==> config.mk <==
export PLATFORM = sky130hd
export DESIGN_NAME = counter_pipeline_gen
export DESIGN_NICKNAME = d
export VERILOG_FILES = /design/src/rtl/counter_pipeline_gen.sv
export SDC_FILE = /design/constraint.sdc
export NUM_CORES = 2
export LEC_CHECK = 0
export BUFFER_PORTS_ARGS = -buffer_cell sky130_fd_sc_hd__buf_2
export CAP_MARGIN = 5
export CORE_MARGIN = 2
export CORE_UTILIZATION = 55
export CTS_BUF_LIST = sky130_fd_sc_hd__clkbuf_16
export CTS_CLUSTER_DIAMETER = 80
export DETAILED_ROUTE_END_ITERATION = 7
export HOLD_SLACK_MARGIN = 0.15
export PLACE_DENSITY = 0.76
export SYNTH_ARGS = -nofsm -noshare
export SYNTH_HDL_FRONTEND = slang
export SYNTH_SLANG_ARGS = --single-unit
==> constraint.sdc <==
create_clock -name CLK -period 2.82 [get_ports CLK]
set_input_delay 0.423 -clock CLK [delete_from_list [all_inputs] [get_ports CLK]]
set_output_delay 0.423 -clock CLK [all_outputs]
set_load 0.005 [all_outputs]
==> src/rtl/counter_pipeline_gen.sv <==
// Range counter feeding a DEPTH-stage delay line with per-stage valid bits,
// three combinational taps and IDLE/RUN/DRAIN sequencing for the MD5 datapath.
module counter_pipeline_gen #(
    parameter int unsigned WIDTH     = 32,
    parameter int unsigned DEPTH     = 48,
    parameter int unsigned TAP0      = 19,
    parameter int unsigned TAP1      = 41,
    parameter int unsigned TAP2      = 48,
    parameter int unsigned BYTE_SWAP = 1
) (
    input  logic             CLK,
    input  logic             RST_N,
    input  logic             start,
    input  logic             abort,
    input  logic             advance,
    input  logic [WIDTH-1:0] base,
    input  logic [WIDTH-1:0] limit,
    output logic             busy,
    output logic             done,
    output logic [WIDTH-1:0] counter_tap0,
    output logic [WIDTH-1:0] counter_tap1,
    output logic [WIDTH-1:0] counter_tap2,
    output logic             valid_tap0,
    output logic             valid_tap1,
    output logic             valid_tap2
);

    typedef enum logic [1:0] {
        IDLE,
        RUN,
        DRAIN
    } state_t;

    // Only the last stage holding a valid value: the range is about to exit.
    localparam logic [DEPTH-1:0] LAST_ONLY = (DEPTH)'(1) << (DEPTH - 1);

    state_t           state;
    logic [WIDTH-1:0] cnt;
    logic [WIDTH-1:0] lim;
    logic [WIDTH-1:0] cnt_sw;
    logic [WIDTH-1:0] stage [DEPTH];
    logic [DEPTH-1:0] vld;

    generate
        if (TAP0 < 1 || TAP0 > DEPTH || TAP1 < 1 || TAP1 > DEPTH ||
            TAP2 < 1 || TAP2 > DEPTH) begin : g_bad_tap
            $fatal(1, "counter_pipeline_gen: TAPn must lie in 1..DEPTH");
        end
        if (BYTE_SWAP != 0 && (WIDTH % 8) != 0) begin : g_bad_width
            $fatal(1, "counter_pipeline_gen: WIDTH must be a multiple of 8 when BYTE_SWAP=1");
        end

        if (BYTE_SWAP != 0) begin : g_swap
            always_comb begin
                cnt_sw = '0;
                for (int unsigned i = 0; i < WIDTH / 8; i++) begin
                    cnt_sw[8*(WIDTH/8-1-i) +: 8] = cnt[8*i +: 8];
                end
            end
        end else begin : g_noswap
            assign cnt_sw = cnt;
        end
    endgenerate

    always_ff @(posedge CLK or negedge RST_N) begin
        if (!RST_N) begin
            state <= IDLE;
            cnt   <= '0;
            lim   <= '0;
            vld   <= '0;
            done  <= 1'b0;
            for (int unsigned k = 0; k < DEPTH; k++) begin
                stage[k] <= '0;
            end
        end else if (abort) begin
            state <= IDLE;
            vld   <= '0;
            done  <= 1'b0;
        end else begin
            // A start is accepted even on a stalled edge.
            if (state == IDLE && start) begin
                cnt   <= base;
                lim   <= limit;
                state <= RUN;
            end
            if (advance) begin
                done <= 1'b0;
                vld  <= (vld << 1) | (DEPTH)'(state == RUN);
                if (state != IDLE) begin
                    stage[0] <= cnt_sw;
                    for (int unsigned k = 1; k < DEPTH; k++) begin
                        stage[k] <= stage[k-1];
                    end
                end
                case (state)
                    RUN: begin
                        if (cnt == lim) begin
                            state <= DRAIN;
                        end else begin
                            cnt <= cnt + (WIDTH)'(1);
                        end
                    end
                    DRAIN: begin
                        if (vld == LAST_ONLY) begin
                            state <= IDLE;
                            done  <= 1'b1;
                        end
                    end
                    default: ;
                endcase
            end
        end
    end

    assign busy         = (state != IDLE);
    assign counter_tap0 = stage[TAP0-1];
    assign counter_tap1 = stage[TAP1-1];
    assign counter_tap2 = stage[TAP2-1];
    assign valid_tap0   = vld[TAP0-1];
    assign valid_tap1   = vld[TAP1-1];
    assign valid_tap2   = vld[TAP2-1];

endmodule

==> results.toml <==
[clocking]
cts_setup_buffers = 0
clkSlewWorstSetupHoldPaths_ps = 60
clk_latency_ps = 780
root_buffer = "clkbuf_16"
clock_path_buffers = 3
cts.sinks = 1651
cts_tree = "done"
cts_max_level = 4
cts_buffers = 165

[setup_path]
crit_path_end_kind = "flop"
path_max_fanout = 8
cp_data_arrival_time_ps = 3210
critPathSlowestCell = "dlygate4sd3_1"
timing.critical_path.buf_inv = 1
crit_cells = 8
critPathMaxStageDelay_ps = 560
path_cells = "xor2_1, nor4_1, nand4_1, nor2_2, nor2_1, a31oi_1, dlygate4sd3_1, o31ai_1"
start_kind = "flop"
ff2ff_path_depth = 8
worstSetupPathType = "flop to flop"
crit_family = "simple AND/OR/NAND/NOR gates"
cp.required_ps = 3460

[power_and_ir_drop]
p_switching_w = 0.01159
switching_share = 0.2393
vdd_drop_max_mv = 0.6526
pwr_density_cell_nw_per_um2 = 673.8
p_int_w = 0.03684
pwr-share-clk = 0.420
fin_total_pwr_w = 0.04843
p_seq_frac = 0.524
pwr-share-comb = 0.057
p_leak_nw = 41.34

[routing]
highest_layer = "met4"
routed-wl-met3_um = 4947
vias = 44610
drt_iter0_markers = 3208
routed_wirelength_um = 124300
wl_per_cell_um = 14.04
m1WireLength_um = 56210
firstDrtPassIters = 6
drc = 0
route.antenna.remaining_nets = 0
wl_met2_um = 60110
drt-vias-per-instance = 5.042

[global_route]
antenna_found_initial = 0
grt_max_degree = 115
overflow = 0
track_usage = 0.2179
grt_pass1_wl_um = 215000
grt_pass1_vias = 44530

[sta]
rsz0062_at_grt = "false"
worst_slew_pin_slew_ps = 916.2
relSlewSlack = 0.3869
setup_viol = 0
drv_slew = 0
skew_ps = 27.50
final.min_clock_period_ps = 2575
fin_ws_ps = 245.3
period_share = 0.9130
hold_violations = 0
fmax_mhz = 388.4
tns_ps = 0

[cells_and_area]
drive_gt1_frac = 0.07962
nFillCells = 9175
stdcell_area_um2 = 71870
area_growth_pct = 13.36
layout.nets = 7283
antenna_cells = 0

[placement]
placed_cell_area_um2 = 66190
hpwl_um = 76590
port-buffer-count = 169
dp_slack_ps = 317.6
gp_congestion = 0.8450

[synthesis]
ys_warn_count = 0
ys_seq_area_frac = 0.6516
synth.distinct_cells = 52
synth-main-ff-cell = "dfrtp_1"
syn_avg_cell_area_um2 = 8.919
syn_nets = 7182
yosys_register_bits = 1651
netlist_instances = 7109
syn_area_um2 = 63400
synth_async_sr_flop_share = 1.000
synth_edf_count = 0

[min_path]
min_path_type = "primary input to asynchronous set/reset pin"

[die]
die-area_um2 = 118000
rows = 124
initial_core_util = 0.5545
boundaryPins = 170
core_area_um2 = 114300
die_y_um = 343.5
fp.dieW_um = 343.5

[outcome]
outcome = "finished clean"

[run]
cap_violations = 0
sequential cells by signal, indices dropped and copies added, names as in the netlist:
signal        cells
lim              32
counter_tap1     32
cnt              32
state             2
vld              48
counter_tap0     32
stage          1440
counter_tap2     32
done              1
power groups by stage:
stage          Sequential (W)  Combinational [W]  Clock [W]
6_report               0.0254            0.00274     0.0203
5_1_grt                0.0255            0.00315     0.0217
4_1_cts                0.0254            0.00280     0.0208
3_5_place_dp           0.0258            0.00270          0
3_3_place_gp           0.0257            0.00265          0
2_1_floorplan          0.0256            0.00157          0
Yosys cell counts (all sizes together) (9+ instances only):
cell    instances  area (µm²)
a211oi         11       82.58
a21oi          11       55.05
and3            9       56.30
buf           118       837.1
clkbuf        350        1314
dfrtp        1651       41310
inv            14       52.55
mux2           33       371.6
mux2i          48       480.5
nand2        4617       17330
nand3          20       100.1
nand4           9       56.30
nor2           78       292.8
nor3            9       56.31
nor4           21       131.4
o211ai          9       67.56
o21ai          15       78.83
xor2           32       280.3
layer usage:
metal / GRT usage / vias up
met5: 0 / -
met4: 0.06650 / 0
met3: 0.03465 / 208
met2: 0.3553 / 743
met1: 0.3039 / 21890
li1: - / 21770
final cells by class:
class                   instances  area [µm²]  area share
clock buffers                 166        4154     0.05780
clock inverters               126       830.8     0.01156
inverters                      14       52.55   0.0007312
multi-input cells            4976       19910      0.2770
flip-flops and latches       1651       41310      0.5748
well taps                    1512        1892     0.02632
repair buffers                402        3721     0.05177
path summary, 6_finish.rpt:
path	start	endpoint	slack, ps
min in group CLK	limit[18]	lim[18]	430
max in group asynchronous	RST_N	stage[1108]	1570
worst min-delay path	RST_N	counter_tap2[24]	220
worst max-delay path	cnt[2]	cnt[0]	250
worst min register to register	stage[844]	stage[812]	440
worst max register to register	cnt[2]	cnt[0]	250
cell usage in the layout (no fill, tap or decap), drive strengths merged, types with 3 or more instances in the layout:
master,count
dlygate4sd3,69
clkinv,74
nor4,21
ha,4
mux2i,48
mux2,33
bufinv,5
nand2,4617
and3,9
o21a,3
and4,3
or3,3
clkbuf,166
a311oi,6
inv,59
a21oi,11
nor2,78
nand3,20
buf,333
dfrtp,1651
o21ai,15
a31oi,6
nor3,9
a211oi,11
xor2,32
o211ai,9
nand4,9
cell families (layout without fill, tap and decap cells):
family	after synthesis	in the layout	share of synthesized area
AND/OR/NAND/NOR	4779	4779	0.2861
flip-flops	1651	1651	0.6516
buffers and inverters	482	708	0.03475
multiplexers	81	81	0.01344
AO/OA/AOI/OAI	79	79	0.008762
XOR/XNOR	33	33	0.004559
adder cells (fa/ha/maj)	4	4	0.0007894
metrics by stage:
step | hold WS (ps) | util | cells
3_5_place_dp | 386.8 | 0.5789 | 8486
4_1_cts | 182.0 | 0.6285 | 8847
3_3_place_gp | 386.2 | 0.5789 | 8486
5_1_grt | 210.2 | 0.6286 | 8847
2_1_floorplan | 127.4 | - | 7109
6_report | 216.8 | 0.6286 | 8847
timing repair:
action / 4_1_cts / 5_1_grt
hold buffers: 69 / 0
setup endpoints to repair: 0 / 1
resized for setup: 0 / 1
endpoints found under the hold margin: 733 / 0
(Power assumes the default switching activity.)
